$ cat src/rtl/cdr_pkg.sv
// Shared CDR definitions: loop-filter state and step-direction encodings, plus the
// phase-select width used by the loop filter and the phase rotator.
package cdr_pkg;

  localparam int PHASE_W = 3;

  typedef enum logic [1:0] {
    ST_IDLE,
    ST_TRACK,
    ST_STEP,
    ST_HOLD
  } state_t;

  typedef enum logic [1:0] {
    DIR_NONE,
    DIR_UP,
    DIR_DN
  } dir_t;

  // A vote counts only when exactly one of up/dn is asserted.
  function automatic logic signed [1:0] vote_decode(input logic up, input logic dn);
    if (up && !dn) begin
      return 2'sd1;
    end else if (dn && !up) begin
      return -2'sd1;
    end
    return 2'sd0;
  endfunction

endpackage

$ cat src/rtl/cdr_vote_acc.sv
// Saturating signed vote accumulator. acc_sum is the saturated next value so the
// caller can test it against the step threshold before choosing to load or clear.
module cdr_vote_acc #(
  parameter int ACC_W = 6
) (
  input  logic                    clk,
  input  logic                    rst,
  input  logic                    clr,
  input  logic                    load,
  input  logic signed [1:0]       vote,
  output logic signed [ACC_W-1:0] acc_sum
);

  localparam logic signed [ACC_W:0] ACC_MAX = (ACC_W+1)'((2 ** (ACC_W - 1)) - 1);
  localparam logic signed [ACC_W:0] ACC_MIN = -ACC_MAX;

  logic signed [ACC_W-1:0] acc_reg;
  logic signed [ACC_W:0]   wide_sum;

  always_comb begin
    wide_sum = {acc_reg[ACC_W-1], acc_reg} + {{(ACC_W - 1){vote[1]}}, vote};
    if (wide_sum > ACC_MAX) begin
      acc_sum = ACC_MAX[ACC_W-1:0];
    end else if (wide_sum < ACC_MIN) begin
      acc_sum = ACC_MIN[ACC_W-1:0];
    end else begin
      acc_sum = wide_sum[ACC_W-1:0];
    end
  end

  always_ff @(posedge clk or posedge rst) begin
    if (rst) begin
      acc_reg <= '0;
    end else if (clr) begin
      acc_reg <= '0;
    end else if (load) begin
      acc_reg <= acc_sum;
    end
  end

endmodule

$ cat src/rtl/cdr_loop_filter.sv
// CDR loop filter: integrates bang-bang votes, issues single-cycle inc/dec steps to
// the phase rotator with a settling hold-off, mirrors its phase and detects dither lock.
module cdr_loop_filter
  import cdr_pkg::*;
#(
  parameter int ACC_W       = 6,
  parameter int THRESH      = 16,
  parameter int HOLDOFF     = 4,
  parameter int LOCK_DITHER = 4
) (
  input  logic               clk,
  input  logic               rst,
  input  logic               en,
  input  logic               up,
  input  logic               dn,
  output logic               inc,
  output logic               dec,
  output logic [PHASE_W-1:0] phase_sel,
  output logic               locked
);

  localparam int HOLD_W = $clog2(HOLDOFF + 1);
  localparam int DITH_W = $clog2(LOCK_DITHER + 1);
  localparam logic signed [ACC_W-1:0] THR_POS = ACC_W'(THRESH);
  localparam logic signed [ACC_W-1:0] THR_NEG = -THR_POS;

  state_t              state_reg, state_next;
  logic [HOLD_W-1:0]   hold_cnt_reg, hold_cnt_next;
  logic [DITH_W-1:0]   dither_cnt_reg, dither_cnt_next;
  dir_t                last_dir_reg, last_dir_next;
  logic                inc_reg, inc_next;
  logic                dec_reg, dec_next;
  logic [PHASE_W-1:0]  phase_reg, phase_next;
  logic                locked_reg, locked_next;

  logic                    acc_clr;
  logic                    acc_load;
  logic signed [1:0]       vote;
  logic signed [ACC_W-1:0] acc_sum;
  dir_t                    step_dir;

  assign vote = vote_decode(up, dn);

  cdr_vote_acc #(
    .ACC_W (ACC_W)
  ) u_vote_acc (
    .clk     (clk),
    .rst     (rst),
    .clr     (acc_clr),
    .load    (acc_load),
    .vote    (vote),
    .acc_sum (acc_sum)
  );

  always_comb begin
    state_next      = state_reg;
    hold_cnt_next   = hold_cnt_reg;
    dither_cnt_next = dither_cnt_reg;
    last_dir_next   = last_dir_reg;
    inc_next        = 1'b0;
    dec_next        = 1'b0;
    locked_next     = locked_reg;
    acc_clr         = 1'b0;
    acc_load        = 1'b0;
    step_dir        = DIR_NONE;
    // The rotator sees every pulse that was high, even one cut short by en=0.
    phase_next      = phase_reg + PHASE_W'(inc_reg) - PHASE_W'(dec_reg);

    if (!en) begin
      state_next      = ST_IDLE;
      acc_clr         = 1'b1;
      hold_cnt_next   = '0;
      dither_cnt_next = '0;
      locked_next     = 1'b0;
      last_dir_next   = DIR_NONE;
    end else begin
      case (state_reg)
        ST_IDLE: begin
          state_next = ST_TRACK;
          acc_clr    = 1'b1;
        end
        ST_TRACK: begin
          if (acc_sum >= THR_POS) begin
            step_dir = DIR_UP;
          end else if (acc_sum <= THR_NEG) begin
            step_dir = DIR_DN;
          end else begin
            acc_load = 1'b1;
          end
          if (step_dir != DIR_NONE) begin
            state_next = ST_STEP;
            acc_clr    = 1'b1;
            inc_next   = (step_dir == DIR_UP);
            dec_next   = (step_dir == DIR_DN);
            // A reversal extends the dither run; any repeat restarts it.
            if (last_dir_reg != DIR_NONE && last_dir_reg != step_dir) begin
              if (dither_cnt_reg != DITH_W'(LOCK_DITHER)) begin
                dither_cnt_next = dither_cnt_reg + 1'b1;
              end
            end else begin
              dither_cnt_next = '0;
            end
            last_dir_next = step_dir;
            locked_next   = (dither_cnt_next >= DITH_W'(LOCK_DITHER));
          end
        end
        ST_STEP: begin
          state_next    = ST_HOLD;
          hold_cnt_next = HOLD_W'(HOLDOFF - 1);
          acc_clr       = 1'b1;
        end
        ST_HOLD: begin
          acc_clr = 1'b1;
          if (hold_cnt_reg != '0) begin
            hold_cnt_next = hold_cnt_reg - 1'b1;
          end else begin
            state_next = ST_TRACK;
          end
        end
        default: begin
          state_next = ST_IDLE;
          acc_clr    = 1'b1;
        end
      endcase
    end
  end

  always_ff @(posedge clk or posedge rst) begin
    if (rst) begin
      state_reg      <= ST_IDLE;
      hold_cnt_reg   <= '0;
      dither_cnt_reg <= '0;
      last_dir_reg   <= DIR_NONE;
      inc_reg        <= 1'b0;
      dec_reg        <= 1'b0;
      phase_reg      <= '0;
      locked_reg     <= 1'b0;
    end else begin
      state_reg      <= state_next;
      hold_cnt_reg   <= hold_cnt_next;
      dither_cnt_reg <= dither_cnt_next;
      last_dir_reg   <= last_dir_next;
      inc_reg        <= inc_next;
      dec_reg        <= dec_next;
      phase_reg      <= phase_next;
      locked_reg     <= locked_next;
    end
  end

  assign inc       = inc_reg;
  assign dec       = dec_reg;
  assign phase_sel = phase_reg;
  assign locked    = locked_reg;

endmodule

$ cat config.mk
export PLATFORM = sky130hd
export DESIGN_NAME = cdr_loop_filter
export DESIGN_NICKNAME = d
export VERILOG_FILES = /design/src/rtl/cdr_pkg.sv /design/src/rtl/cdr_vote_acc.sv /design/src/rtl/cdr_loop_filter.sv
export SDC_FILE = /design/constraint.sdc
export NUM_CORES = 1
export LEC_CHECK = 0
export CORE_MARGIN = 2
export CORE_UTILIZATION = 53
export DETAILED_ROUTE_END_ITERATION = 6
export GPL_TIMING_DRIVEN = 0
export HOLD_SLACK_MARGIN = 0.06
export PLACE_DENSITY = 0.76
export SETUP_SLACK_MARGIN = 0.4
export SLEW_MARGIN = 20
export SYNTH_ARGS = -nofsm -noshare
export SYNTH_HDL_FRONTEND = slang
export SYNTH_SLANG_ARGS = --single-unit
$ cat constraint.sdc
create_clock -name clk -period 2.6 [get_ports clk]
set_input_delay 0.52 -clock clk [delete_from_list [all_inputs] [get_ports clk]]
set_output_delay 0.52 -clock clk [all_outputs]
set_load 0.01 [all_outputs]
# Word level (Yosys, flattened, before mapping)
# Cells that the tools add are included.
[classes]
add_sub_neg = 5
n_mul = 0
n_div = 0
magnitude_cmp = 5
eq_ne = 13
shifts = 0
n_mux = 47
bitwise_logic = 0
n_reduce_logical = 14
[op_table]
columns = ["op", "count"]
rows = [
  ["$mux W3", 10],
  ["$mux W2", 13],
  ["$mux W6", 4],
  ["$mux W1", 17],
  ["$ne A3 B3 Y1 const B", 4],
  ["$pmux W2 S4", 1],
  ["$add A6 B2 Y7", 1],
  ["$gt A7 B6 Y1 const B", 1],
  ["$lt A7 B6 Y1 const B", 1],
  ["$eq A2 B2 Y1 const B", 3],
  ["$ge A6 B6 Y1 const B", 1],
  ["$le A6 B5 Y1 const B", 1],
  ["$pmux W3 S2", 1],
  ["$reduce_and A2 Y1", 3],
  ["$reduce_bool A2 Y1", 3],
  ["$eq A2 B1 Y1 const B", 2],
  ["$ne A2 B1 Y1 const B", 2],
  ["$add A3 B1 Y3", 1],
  ["$add A3 B1 Y3 const B", 1],
  ["$ge A3 B3 Y1 const B", 1],
  ["$logic_and A1 B1 Y1", 3],
  ["$ne A3 B1 Y1 const B", 1],
  ["$reduce_bool A3 Y1", 1],
  ["$reduce_or A3 Y1", 1],
  ["6 further kinds", 7],
]
[word_totals]
ff_bits = 22
latchBits = 0
ram_bits = 0
rom_bits = 0
in_bits = 5
out_inout_bits = 6
elab_cells = 93
mem_count = 0

# Longest topological paths before layout
[logic_depth]
depth_word = 24
ltp_mapped = 14
mapped_depth_nobuf = 14

# Modules after synthesis
# From an unflattened synthesis, not the netlist that was laid out.
[unflattened]
cells_unflattened = 169
hier_area_um2 = 1550.2
[modules_own_cells]
columns = ["module", "instances", "cells_per_inst", "area_per_inst_um2", "seq_area_each_um2"]
rows = [
  ["cdr_loop_filter", 1, 99, 954.7, 375.4],
  ["cdr_vote_acc", 1, 70, 595.6, 150.1],
]

# Worst setup path after synthesis
# Ideal clock, no wire load.
[synth_timing]
path_kind = "input to register"
start = "input port up"
end = "register dither_cnt_reg[2]"
setup_ns = 0.065
arrival_ns = 3.117
required_ns = 2.535
setup_slack_ns = -0.582
path_stages = 14
path_buffers = 0
path_cell_list = "inv_1 ha_1 inv_1 ha_1 inv_1 fa_1 inv_1 o41ai_2 a21oi_1 a311oi_1 and4bb_4 nor4b_4 o22a_1 o22a_1"
[synth_between]
elab_chain_cells = 23
elab_cells_between_ends = 30
classes_between = "add/sub (1); order compare (4); eq/ne (2); mux (17); reduce/logical (6)"
[synth_lines]
columns = ["element", "line_no", "rtl"]
rows = [
  ["from (decl)", "cdr_loop_filter.sv:14", "input logic up,"],
  ["$logic_not A1 Y1", "cdr_pkg.sv:24", "end else if (dn && !up) begin"],
  ["$logic_and A1 B1 Y1", "cdr_pkg.sv:24", ""],
  ["$mux W1", "cdr_pkg.sv:24", ""],
  ["$mux W1", "cdr_pkg.sv:22", "if (up && !dn) begin"],
  ["$mux W2 (*)", "cdr_pkg.sv:27", "return 2'sd0;"],
  ["$add A6 B2 Y7 (*)", "cdr_vote_acc.sv:21", "wide_sum = {acc_reg[ACC_W-1], acc_reg} + {{(ACC_W - 1){vote[1]}}, vote};"],
  ["$lt A7 B6 Y1", "cdr_vote_acc.sv:24", "end else if (wide_sum < ACC_MIN) begin"],
  ["$mux W6", "cdr_vote_acc.sv:24", ""],
  ["(+7 left out)", "-", ""],
  ["$logic_and A1 B1 Y1", "cdr_loop_filter.sv:96", "if (last_dir_reg != DIR_NONE && last_dir_reg != step_dir) begin"],
  ["$mux W3", "cdr_loop_filter.sv:96", ""],
  ["$mux W3", "cdr_loop_filter.sv:90", "if (step_dir != DIR_NONE) begin"],
  ["$mux W3", "cdr_loop_filter.sv:77", "case (state_reg)"],
  ["$mux W3", "cdr_loop_filter.sv:69", "if (!en) begin"],
  ["$mux W3", "cdr_loop_filter.sv:90", ""],
  ["$mux W3", "cdr_loop_filter.sv:77", ""],
  ["$mux W3", "cdr_loop_filter.sv:69", ""],
  ["to (signal assigned)", "cdr_loop_filter.sv:141", "dither_cnt_reg <= dither_cnt_next;"],
  ["to (decl)", "cdr_loop_filter.sv:29", "logic [DITH_W-1:0] dither_cnt_reg, dither_cnt_next;"],
]
# Every way passes the cells marked *; elsewhere a longest branch is shown, timed or not. The select of a mux whose other input is x is not followed.
# A chain may end at the register's enable or synchronous reset.

# Worst setup path in the final report
[layout_timing]
start = "input port up"
end = "register u_vote_acc.acc_reg[0]"
[layout_between]
elab_chain_cells = 19
elab_cells_between_ends = 29
classes_between = "add/sub (1); order compare (4); mux (19); reduce/logical (5)"
[layout_lines]
columns = ["element", "line_no", "rtl"]
rows = [
  ["$logic_not A1 Y1", "cdr_pkg.sv:24", ""],
  ["$logic_and A1 B1 Y1", "cdr_pkg.sv:24", ""],
  ["$mux W1", "cdr_pkg.sv:24", ""],
  ["$mux W1", "cdr_pkg.sv:22", ""],
  ["$mux W2 (*)", "cdr_pkg.sv:27", ""],
  ["$add A6 B2 Y7 (*)", "cdr_vote_acc.sv:21", ""],
  ["$lt A7 B6 Y1", "cdr_vote_acc.sv:24", ""],
  ["$mux W6", "cdr_vote_acc.sv:24", ""],
  ["(+3 left out)", "-", ""],
  ["$mux W2", "cdr_loop_filter.sv:83", "if (acc_sum >= THR_POS) begin"],
  ["$mux W2", "cdr_loop_filter.sv:77", ""],
  ["$mux W2", "cdr_loop_filter.sv:69", ""],
  ["$reduce_bool A2 Y1", "cdr_loop_filter.sv:90", ""],
  ["$mux W1", "cdr_loop_filter.sv:90", ""],
  ["$pmux W1 S2", "cdr_loop_filter.sv:77", ""],
  ["$mux W1", "cdr_loop_filter.sv:69", ""],
  ["$mux W6 or $reduce_bool A2 Y1 (tied branches)", "-", ""],
  ["to (signal assigned)", "cdr_vote_acc.sv:37", "acc_reg <= acc_sum;"],
  ["to (decl)", "cdr_vote_acc.sv:17", "logic signed [ACC_W-1:0] acc_reg;"],
]
# Marked as above.

==> run metrics <==
Final setup viols=14; Port Buffer Count=9; Hold Crit Class=flop to flop; max-slew violations=0; Logic pwr share=between 50% and 60%; initial antenna violation count=0; synthesized flop and latch total=21; gr usage total=21.8%; Crit path top cell by count=inv_2; ys async rst share=100%; area grow syn2layout=26.9%; Fin. Hold Viols=0; Clk pwr share=a little over an eighth; WL/cell=16.8 microns; hold_buf cts=0; FF-to-FF setup slack=-300 ps; GP Congestion=0.807; Gate Count Post-Synth=roughly 180; nets=about 220; Antenna Violating Nets Remaining=0; cell count after placement=about 220; Mapped Area=approximately 0.0017 sq mm; slowest CP cell=fa_2; Worst Path Required=around 2800 ps; fillcell total=between 200 and 250; total number of vias=roughly 1400; Crit Path Class=primary input to flop; hold endpoint=phase_sel[2]; Design Power=0.00124 W; maximum clock frequency=~330 MHz; Die H=around 60 microns; clock slew at reported path FFs=130 ps; setup ws final=-469 ps; RSZ-0062 raised after global routing=yes; violated checks=setup timing; first-pass GRT wire length=between 6000 and 7000 microns; Ant. Diodes=0; GR Overflow Total=0; H-tree depth=1; Worst setup SP type=primary input; crit end category=flop; Die X=59.8 microns; Ports=11; max-cap violations=0; Final HPWL DP=2640 microns; RR Endpoint=u_vote_acc.acc_reg[0]; sequential fraction of the synthesis area=a little under a third; # DRC=0; worst-path fanout max=6; syn_area_per_cell=9.43 sq um; Primary FF master, synth=dfrtp_1; final period utilization=118%; peak supply drop=between 0.0003 and 0.0004 V; largest net degree at the start of global routing=22; internal power component=about 0.00074 W; CTS buffer count=3; FF+latch area=526 sq um; CTS max path bufs=2; Sink Count=21; Ys Warns=0; Synth area leaders=dfrtp_1 32%, ha_1 11%, inv_1 5.5%; post-synth top area share=31.8%; Hold Crit Depth=1; worst path arrival time=3240 ps; worst-skew pair later-pin latency=320 ps; commonest non-fill, non-tap cell in the layout=dfrtp_1; Initial Util=55.0%; Unique masters post-synth=between 50 and 60; Worst Clk Skew=about 17 ps; post-route minimum period=3070 ps; hold path startpoint=phase_sel[2]; Finished Layout Cells=231; max reg flops=6; most frequent cells in the layout=21 x dfrtp_1, 19 x inv_1, 14 x nand2_1; CTS tree=yes; vias in the first global route=about 1400; share of cells above drive strength 1=between 30% and 40%; Seq pwr share=between 30% and 40%; total wire length=3870 microns; row cnt=20; post-DR vias/cell=6.16; Max-slew headroom=46.4%; Power Dens Cells=just under 600 mW/mm^2; 1st-iter DRT viols=92; die area=~0.0036 sq mm; worst r2r src=u_vote_acc.acc_reg[0]; Root Driver=clkbuf_4; Reg2Reg Depth=12; first drt pass iteration count=4; EDFF count, synth=0; switching pwr=0.000502 W; footprint of the multi-input gates=~0.0012 sq mm; Worst Max-Slew Pin Slew=around 800 ps; Syn Nets=197; critical path cell sequence=buf_8 > inv_8 > ha_4 > inv_2 > ha_4 > inv_2 > fa_2 > inv_2 > o41ai_2 > a21oi_1 > a311oi_2 > and4bb_4 > buf_12 > mux2i_4 > nand3b_4 > a211oi_2; Sw Ratio=approximately two fifths; post-synth top area cell=dfrtp_1; Core ar.=about 0.0030 sq mm; leak pwr=~0.9 nW; CP peak stage delay=between 500 and 600 ps; status=finished, violations left
==> cell usage after synthesis (3+ instances only) <==
| cell | instances |
|---|---|
| a211oi_1 | 4 |
| nor3_1 | 9 |
| nand2_1 | 14 |
| xnor2_1 | 4 |
| a21oi_1 | 8 |
| mux2i_1 | 3 |
| ha_1 | 15 |
| nand3_1 | 3 |
| a21o_1 | 3 |
| inv_1 | 24 |
| o22a_1 | 3 |
| o21ai_0 | 5 |
| dfrtp_1 | 21 |
| nor2_1 | 11 |
| a31oi_1 | 4 |
==> cells by family after synthesis <==
kind of cell / after synthesis / share of synthesized area, %
simple gates: 47 / 15.9
mux: 4 / 3.18
buf+inv: 30 / 7.58
flops: 21 / 31.8
compound gates: 48 / 22.1
fa+ha+maj: 17 / 13.8
xor+xnor: 8 / 5.61
==> area by class of cell <==
type / count / share of cell area [%]
multi-input cells: 124 / 56.2
flip-flops and latches: 21 / 25.1
repair buffers: 19 / 9.14
inverters: 25 / 4.84
well taps: 33 / 1.97
plain buffers: 5 / 1.49
clock buffers: 3 / 1.08
clock inverters: 1 / 0.239
==> stage by stage <==
stage	area, sq um	setup WS (ps)	util (%)	hold slack (ps)	setup TNS [ps]
after floorplan	1720	-409	-	453	-4160
after global placement	1850	-1200	61.6	464	-15610
after detailed placement	1850	-1250	61.6	482	-15830
after CTS	2010	-480	67.0	504	-5630
after global routing	2090	-538	69.8	523	-6530
final	2090	-469	69.8	490	-5520
==> per-layer routing <==
| metal | global-route usage (%) | wire length [microns] | part of all wire [%] |
|---|---|---|---|
| met1 | 26.7 | 1630 | 42 |
| met2 | 39.4 | 2030 | 53 |
| met3 | 5.41 | 175 | 4.5 |
| met4 | 2.86 | 30 | 0.77 |
| met5 | 0 | 0 | 0 |
==> power groups by stage <==
stage | registers (W) | clock network, W | logic [W]
after CTS | 0.000443 | 0.000164 | 0.000594
after floorplan | 0.000451 | 0 | 0.000392
after global routing | 0.000452 | 0.000181 | 0.000697
after detailed placement | 0.000449 | 0 | 0.000554
after global placement | 0.000441 | 0 | 0.000517
final | 0.000443 | 0.000161 | 0.000636
==> critical path: cells and delay by family <==
kind,cells,cell delay [ps]
adders and majority gates,3,850
AOI/OAI and AO/OA,4,760
and+or+nand+nor,2,500
buffers and inverters,6,400
muxes,1,200
==> worst max-delay path by stage <==
stage | startpoint | endpoint | depth (start not counted)
6_report | up | u_vote_acc.acc_reg[0] | 16
3_3_place_gp | up | dither_cnt_reg[2] | 15
4_1_cts | up | dither_cnt_reg[2] | 15
5_1_grt | up | u_vote_acc.acc_reg[4] | 16
2_1_floorplan | dn | dither_cnt_reg[2] | 13
3_5_place_dp | up | dither_cnt_reg[2] | 15
==> timing repair <==
item,CTS,global route
pin swaps,15,12
setup endpoints to repair,15,15
cloned,0,0
gates resized for setup,23,14
buffers inserted,8,2
(Power assumes the default switching activity.)
